--- config.mk ---
export PLATFORM = sky130hd
export DESIGN_NAME = phoneme_player
export DESIGN_NICKNAME = d
export VERILOG_FILES = /design/src/rtl/phoneme_pkg.sv /design/src/rtl/phoneme_addr_rom.sv /design/src/rtl/phoneme_player.sv
export SDC_FILE = /design/constraint.sdc
export NUM_CORES = 1
export LEC_CHECK = 0
export CORE_MARGIN = 10
export CORE_UTILIZATION = 57
export CTS_CLUSTER_SIZE = 14
export DETAILED_ROUTE_END_ITERATION = 6
export PLACE_DENSITY = 0.8
export SETUP_SLACK_MARGIN = 0.15
export SYNTH_ARGS = -nofsm -noshare
export SYNTH_HDL_FRONTEND = slang
export SYNTH_HIERARCHICAL = 1
export SYNTH_SLANG_ARGS = --single-unit
export TNS_END_PERCENT = 50
--- constraint.sdc ---
create_clock -name clk -period 11.1 [get_ports clk]
set_input_delay 3.33 -clock clk [delete_from_list [all_inputs] [get_ports clk]]
set_output_delay 3.33 -clock clk [all_outputs]
set_load 0.005 [all_outputs]
--- src/rtl/phoneme_pkg.sv ---
// Shared constants, FSM encoding and sample extraction helper for the phoneme player.
// Flash words carry four 8-bit samples, lowest byte played first.
package phoneme_pkg;

   localparam int NUM_PHONEMES = 64;
   localparam int ADDR_W       = 23;
   localparam int SAMPLE_W     = 8;
   localparam int WORD_W       = 32;

   typedef enum logic [2:0] {
      IDLE,
      LOOKUP,
      REQ,
      WAIT,
      PLAY,
      FINISH
   } state_t;

   function automatic logic [SAMPLE_W-1:0] word_byte(input logic [WORD_W-1:0] w,
                                                      input logic [1:0]        idx);
      return SAMPLE_W'(w >> {idx, 3'b000});
   endfunction

endpackage

--- src/rtl/phoneme_addr_rom.sv ---
// Phoneme address table: index in, inclusive {start_addr, end_addr} flash word range out.
// One-cycle registered lookup; out-of-range indices report hit=0 and a zero range.
module phoneme_addr_rom #(
   parameter int NUM_PHONEMES = phoneme_pkg::NUM_PHONEMES,
   parameter int ADDR_W       = phoneme_pkg::ADDR_W
) (
   input  logic              clk,
   input  logic [7:0]        idx,
   output logic [ADDR_W-1:0] start_addr,
   output logic [ADDR_W-1:0] end_addr,
   output logic              hit
);
   import phoneme_pkg::*;

   // Table contents: two hand-placed entries, the rest laid out at 16-word strides
   // with lengths of 1 to 3 words.
   function automatic logic [2*ADDR_W-1:0] table_entry(input logic [7:0] i);
      logic [ADDR_W-1:0] s;
      logic [ADDR_W-1:0] e;
      case (i)
         8'd5: begin
            s = ADDR_W'(32'h0000_0100);
            e = ADDR_W'(32'h0000_0101);
         end
         8'd6: begin
            s = ADDR_W'(32'h007F_FFFF);
            e = '0;
         end
         default: begin
            s = ADDR_W'({24'd0, i} << 4);
            e = s + ADDR_W'(i % 8'd3);
         end
      endcase
      return {s, e};
   endfunction

   always_ff @(posedge clk) begin
      if (32'(idx) < NUM_PHONEMES) begin
         {start_addr, end_addr} <= table_entry(idx);
         hit                    <= 1'b1;
      end else begin
         start_addr <= '0;
         end_addr   <= '0;
         hit        <= 1'b0;
      end
   end

endmodule

--- src/rtl/phoneme_player.sv ---
// Plays a phoneme: looks up its flash word range, fetches words one at a time and
// emits four signed 8-bit samples per word on successive sample_en strobes.
module phoneme_player #(
   parameter int NUM_PHONEMES = phoneme_pkg::NUM_PHONEMES,
   parameter int ADDR_W       = phoneme_pkg::ADDR_W
) (
   input  logic                          clk,
   input  logic                          rst_n,
   input  logic                          start,
   input  logic [7:0]                    phoneme_sel,
   input  logic                          sample_en,
   output logic [ADDR_W-1:0]             mem_addr,
   output logic                          mem_read,
   input  logic                          mem_waitrequest,
   input  logic                          mem_readdatavalid,
   input  logic [31:0]                   mem_readdata,
   output logic [phoneme_pkg::SAMPLE_W-1:0] audio_out,
   output logic                          busy,
   output logic                          done
);
   import phoneme_pkg::*;

   state_t            state_q;
   state_t            state_d;
   logic              start_q;
   logic [7:0]        idx_q;
   logic [7:0]        rom_idx;
   logic [ADDR_W-1:0] rom_start;
   logic [ADDR_W-1:0] rom_end;
   logic              rom_hit;
   logic [ADDR_W-1:0] cur_addr;
   logic [ADDR_W-1:0] end_addr;
   logic [WORD_W-1:0] word_q;
   logic [1:0]        byte_idx;
   logic              start_edge;
   logic              last_sample;
   logic              last_word;

   assign start_edge  = start & ~start_q;
   assign last_sample = sample_en && (byte_idx == 2'd3);
   assign last_word   = (cur_addr == end_addr);

   // The ROM samples phoneme_sel directly while idle so its registered output is
   // already valid during LOOKUP; afterwards it keeps looking at the latched index.
   assign rom_idx = (state_q == IDLE) ? phoneme_sel : idx_q;

   phoneme_addr_rom #(
      .NUM_PHONEMES (NUM_PHONEMES),
      .ADDR_W       (ADDR_W)
   ) u_rom (
      .clk        (clk),
      .idx        (rom_idx),
      .start_addr (rom_start),
      .end_addr   (rom_end),
      .hit        (rom_hit)
   );

   assign mem_read = (state_q == REQ);
   assign mem_addr = cur_addr;

   always_ff @(posedge clk) begin
      if (!rst_n) begin
         state_q <= IDLE;
      end else begin
         state_q <= state_d;
      end
   end

   always_comb begin
      state_d = state_q;
      case (state_q)
         IDLE:    if (start_edge) state_d = LOOKUP;
         LOOKUP:  state_d = rom_hit ? REQ : FINISH;
         REQ:     if (!mem_waitrequest) state_d = WAIT;
         WAIT:    if (mem_readdatavalid) state_d = PLAY;
         PLAY:    if (last_sample) state_d = last_word ? FINISH : REQ;
         FINISH:  state_d = IDLE;
         default: state_d = IDLE;
      endcase
   end

   always_ff @(posedge clk) begin
      if (!rst_n) begin
         start_q   <= 1'b1;
         idx_q     <= '0;
         cur_addr  <= '0;
         end_addr  <= '0;
         word_q    <= '0;
         byte_idx  <= '0;
         audio_out <= '0;
         busy      <= 1'b0;
         done      <= 1'b0;
      end else begin
         start_q <= start;
         case (state_q)
            IDLE: begin
               if (start_edge) begin
                  idx_q <= phoneme_sel;
                  done  <= 1'b0;
                  busy  <= 1'b1;
               end
            end
            LOOKUP: begin
               cur_addr <= rom_start;
               end_addr <= rom_end;
            end
            WAIT: begin
               if (mem_readdatavalid) begin
                  word_q   <= mem_readdata;
                  byte_idx <= 2'd0;
               end
            end
            PLAY: begin
               if (sample_en) begin
                  audio_out <= word_byte(word_q, byte_idx);
                  byte_idx  <= byte_idx + 2'd1;
                  // Address wraps naturally at 2^ADDR_W.
                  if (last_sample && !last_word) cur_addr <= cur_addr + ADDR_W'(1);
               end
            end
            FINISH: begin
               done      <= 1'b1;
               busy      <= 1'b0;
               audio_out <= '0;
            end
            default: ;
         endcase
      end
   end

endmodule

# Word level (Yosys, flattened, before mapping)
# Cells that the tools add are included.
# classes
add_sub_neg,3
div,1
order_cmp,1
eq_ne,15
shift,1
n_mux,23
bitwise_logic,2
n_reduce_logical,15
# ops
op,n
$pmux 23 s2,3
$mux 23,2
$shr 32x5->8,1
$add 12x23->23,1
$add 23x1->23 const B,1
$eq 23x23->1,1
$mod 8x2->23 const B,1
$mux 3,6
$eq 8x3->1 const B,2
$mux 8,2
$pmux 8 s2,1
$pmux 3 s5,1
$ne 2x2->1 const B,6
$lt 8x7->1 const B,1
$reduce_and 2->1,4
$reduce_bool 2->1,4
$eq 3x2->1 const B,2
$eq 3x3->1 const B,2
$reduce_and 3->1,2
$mux 2,2
$pmux 1 s2,2
$pmux 2 s2,1
$reduce_and 4->1,1
$eq 3x1->1 const B,1
8 further kinds,11
# word_totals
register_bits,149
input_bits,46
elab_cells,74

# Longest topological paths before layout
# depth
depth_word,6
mapped_depth,36
depth_no_buf,31

# Hierarchy
# Netlist, hierarchy kept.
# modules_own_cells
module,n_inst,cells_each,area_each_um2,seq_area_each_um2
phoneme_player,1,639,5019.8,2042.0
phoneme_addr_rom,1,341,2622.5,660.6

# Worst setup path after synthesis
# Ideal clock, no wire load.
# synth_path
path_type,input -> register
from,input phoneme_sel[6]
to,register u_rom.end_addr[12]
t_arrival_ns,9.216
t_required_ns,10.979
slack_ns,1.763
cell_stages,30
cell_sequence,mux2_2 -> clkbuf_1 -> clkbuf_1 -> ha_1 -> or3b_2 -> a21o_1 -> nand2_2 -> nor2_1 -> a21oi_1 -> o221ai_1 -> ha_1 -> or4_1 -> o311a_1 -> and2_4 -> or2_2 -> a21oi_1 -> nand2_1 -> mux2i_1 -> ha_1 -> inv_1 -> fa_1 -> nor2b_1 -> o21ai_0 -> a21oi_1 -> o21ai_0 -> nand2_1 -> and2_1 -> o21ai_0 -> and3_1 -> mux2_4
# synth_between
elab_chain_len,4
elab_cells_between_ends,7
# synth_lines
element,line,text
"start, declared",phoneme_player.sv:10,"input logic [7:0] phoneme_sel,"
$mux 8 *,phoneme_player.sv:45,assign rom_idx = (state_q == IDLE) ? phoneme_sel : idx_q;
$mod 8x2->23,phoneme_addr_rom.sv:31,e = s + ADDR_W'(i % 8'd3);
$add 12x23->23,phoneme_addr_rom.sv:31,
$pmux 23 s2,phoneme_addr_rom.sv:20,case (i)
"end signal, assigned",phoneme_addr_rom.sv:39,"{start_addr, end_addr} <= table_entry(idx);"
"end, declared",phoneme_addr_rom.sv:10,"output logic [ADDR_W-1:0] end_addr,"
# Every way passes the cells marked *; elsewhere a longest branch is shown, timed or not.
# A chain may end at the register's enable or synchronous reset.

# Final worst setup path
# layout_path
from,input phoneme_sel[7]
to,register u_rom.end_addr[12]
# layout_between
elab_chain_len,4
elab_cells_between_ends,7
# layout_lines
element,line,text
$mux 8 *,phoneme_player.sv:45,
via rom_idx[7],phoneme_player.sv:27,logic [7:0] rom_idx;
$mod 8x2->23,phoneme_addr_rom.sv:31,
$add 12x23->23,phoneme_addr_rom.sv:31,
$pmux 23 s2,phoneme_addr_rom.sv:20,
# Mark *: on every way through the listed nets, which the timed path passes. The rest lies on a longest branch.

==> impl_metrics.json <==
{
  "grt-ovfl-total": 0,
  "place_ws_ns": 0.7923,
  "first_iter_violations": 685,
  "hp-start": "u_rom/end_addr[3]",
  "cp-end-kind": "register",
  "power_leakage_uw": 0.003113,
  "finalSetupViolCount": 0,
  "numCtsBuffers": 17,
  "synth_fp_nets": 1040,
  "start_kind": "primary input",
  "cp_data_required_time_ns": 11.41,
  "path_class": "primary input to register",
  "area_growth_pct": 17.13,
  "cts-resized-gates": 0,
  "yosys.area.top_type": "dfxtp_1",
  "htree_levels": 4,
  "grt_pass1_wl_mm": 34.33,
  "cts_hold_buf": 0,
  "worstPathArrival_ns": 10.31,
  "grt_max_degree": 74,
  "yosys_warnings": 6,
  "globalplace.congestion": 1.006,
  "finClkSkew_ns": 0.006913,
  "fin_util_pct": 67.86,
  "drtAntennaViolNets": 0,
  "coreArea_um2": 13190,
  "worst_pin_slew_ns": 1.098,
  "drc": 0,
  "r2r_end": "u_rom/end_addr[12]",
  "hold_path_depth": 2,
  "initial_core_util_pct": 57.94,
  "io_pins": 80,
  "track_usage_pct": 22.82,
  "synth_seq_cells": 135,
  "clk_latency_ns": 0.42,
  "path_clk_slew_ns": 0.06,
  "cap_violations": 0,
  "fin_crit_sh_pct": 90.14,
  "ys_seq_area_share_pct": 35.36,
  "routed_wl_mm": 21.52,
  "via_per_inst": 6.271,
  "dr.pass1.iters": 5,
  "vdd_drop_max_mv": 0.1051,
  "synth_edf_count": 0,
  "synth.avg_cell_area_um2": 7.798,
  "seq_area_um2": 2703,
  "dp_hpwl_mm": 14.52,
  "yosys-top-cells-count": "nand2_1, dfxtp_1, a21oi_1",
  "clock_sinks": 135,
  "rsz0062_at_grt": "false",
  "netlist_top_cells_area": "dfxtp_1, nand2_1, a21oi_1",
  "die_area_um2": 18440,
  "worst-r2r-setup-slack_ns": 3.42,
  "status": "finished clean",
  "powerDensity_nw_per_um2": 172.3,
  "synthDistinctLibCells": 84,
  "drive_above_1_share_pct": 8.193,
  "slew_viol_final": 0,
  "ys.flop_type": "dfxtp_1",
  "syn_inst": 980,
  "critPathMaxFanout": 21,
  "vias": 7456,
  "hp-class": "register to register",
  "clockRootBuffer": "clkbuf_16",
  "max_slew_margin_pct": 26.79,
  "port_buffers": 79,
  "reg2reg_from": "state_q[0]",
  "row_count": 42,
  "grt_pass1_vias": 6776,
  "synth_top_area_share_pct": 35.36,
  "multi_input_area_um2": 4472,
  "worstHoldEndpoint": "end_addr[3]",
  "antenna_found_initial": 0,
  "avgRoutedWirePerCell_um": 18.10,
  "nFillCells": 1056,
  "critPathLaunch": "phoneme_sel[7]",
  "finalCriticalPeriod_ns": 10.01,
  "yosysMostFrequentCell": "nand2_1",
  "antenna_cells": 0,
  "tns_ns": 0,
  "fmax_ghz": 0.09994,
  "fin_nets": 1060,
  "hold_viol": 0,
  "die_h_um": 135.8,
  "cts_buffer_depth": 2,
  "synthArstFlopShare_pct": 0,
  "reg2regPathDepth": 28,
  "cts_setup_buffers": 0,
  "syn_area_um2": 7642,
  "layout_setup_ws_ns": 1.094,
  "cts_tree": "done",
  "dieWidth_um": 135.8
}
## per-stage QoR
| step | hold WS, ns | power (µW) | cells | cell area [µm²] |
|---|---|---|---|---|
| after floorplan | 0.4174 | 834.4 | 980 | 7642 |
| after detailed placement | 0.4250 | 928.7 | 1157 | 8305 |
| after global routing | 0.4444 | 1609 | 1189 | 8951 |
| after global placement | 0.4203 | 923.1 | 1157 | 8305 |
| final | 0.4337 | 1542 | 1189 | 8951 |
| after CTS | 0.4372 | 1535 | 1189 | 8951 |
## flip-flops by register name, indices dropped and copies added, names as in the netlist
signal	flops
u_rom/hit	1
start_q	1
state_q	3
byte_idx	2
audio_out	8
busy	1
end_addr	23
word_q	32
idx_q	8
u_rom/end_addr	23
u_rom/start_addr	9
mem_addr	23
done	1
## final cells by class
class | count | area share (%)
inverter | 18 | 0.7548
clock buffer | 19 | 5.060
tap | 176 | 2.460
timing repair buffer | 86 | 9.421
sequential | 135 | 30.19
clock inverter | 13 | 2.153
multi-input combinational | 742 | 49.96
## layer usage
metal	track usage [%]	up-vias	share of wire (%)
met2	36.37	363	47
met4	10.35	0	3.0
met5	0	-	0
met1	29.17	3478	42
li1	-	3551	-
met3	4.451	64	7.7
## worst max-delay path, cell delays in order
cell and delay, ns:
clkdlybuf4s50_1 0.42, mux2_2 0.43, ha_1 0.41, nor4bb_1 0.40
o221ai_1 0.25, nand2_1 0.34, nor2_1 0.14, a21oi_1 0.17
o221ai_1 0.13, ha_1 0.37, or4_1 0.48, o311a_1 0.32
and2_4 0.16, a221oi_4 0.50, nor2b_1 0.30, xor2_1 0.24
inv_1 0.09, fa_1 0.41, nor2b_1 0.16, o21ai_0 0.11
a21oi_1 0.25, o21ai_0 0.11, nand2_1 0.08, and2_1 0.13
o21ai_0 0.11, and3_1 0.21, mux2_4 0.25
## how the worst max path moves through the flow
stage                         endpoint  slack, ns  cells after the start
floorplan           u_rom/end_addr[12]       1.76                     30
global placement    u_rom/end_addr[12]       1.04                     29
detailed placement  u_rom/end_addr[12]       0.79                     27
CTS                 u_rom/end_addr[12]       1.22                     27
global route        u_rom/end_addr[12]       0.59                     27
finish              u_rom/end_addr[12]       1.09                     27
## cell families (layout without fill, tap and decap cells)
logic type	after synthesis	in the layout	synth area share [%]
AOI/OAI and AO/OA	281	281	23.40
xor gates and xnor gates	35	35	4.011
adders and majority gates	14	14	2.390
buffers and inverters	103	136	6.156
DFF	135	135	35.36
muxes	22	22	4.420
and+or+nand+nor	390	390	24.26
## layout by cell type (no fill, tap or decap), types with 5 or more instances in the layout
cell type / instances
ha_1: 13
dfxtp_1: 135
a31oi_1: 14
xnor2_1: 29
nor2_1: 56
nand3b_1: 6
o31ai_1: 14
a211oi_1: 5
o22ai_1: 5
mux2_2: 10
a22oi_1: 11
a22o_1: 5
a21oi_1: 112
nor2b_1: 7
xor2_1: 6
clkbuf_16: 17
nand3_1: 30
mux4_2: 8
nand2b_1: 5
and3_1: 10
nand2_1: 191
clkdlybuf4s50_1: 79
nand4_1: 11
o21ai_0: 43
inv_1: 16
buf_4: 7
o21a_1: 7
o311ai_0: 8
nor4_1: 8
nor3_1: 27
and2_1: 7
a21o_1: 12
## power by group
part | switching [µW] | internal (µW) | leakage [µW] | total [µW]
clock network | 220 | 391 | 0.000311 | 611
logic | 242 | 156 | 0.00171 | 398
registers | 15.0 | 518 | 0.00109 | 533
No activity file was read; power rests on OpenSTA's default activity.
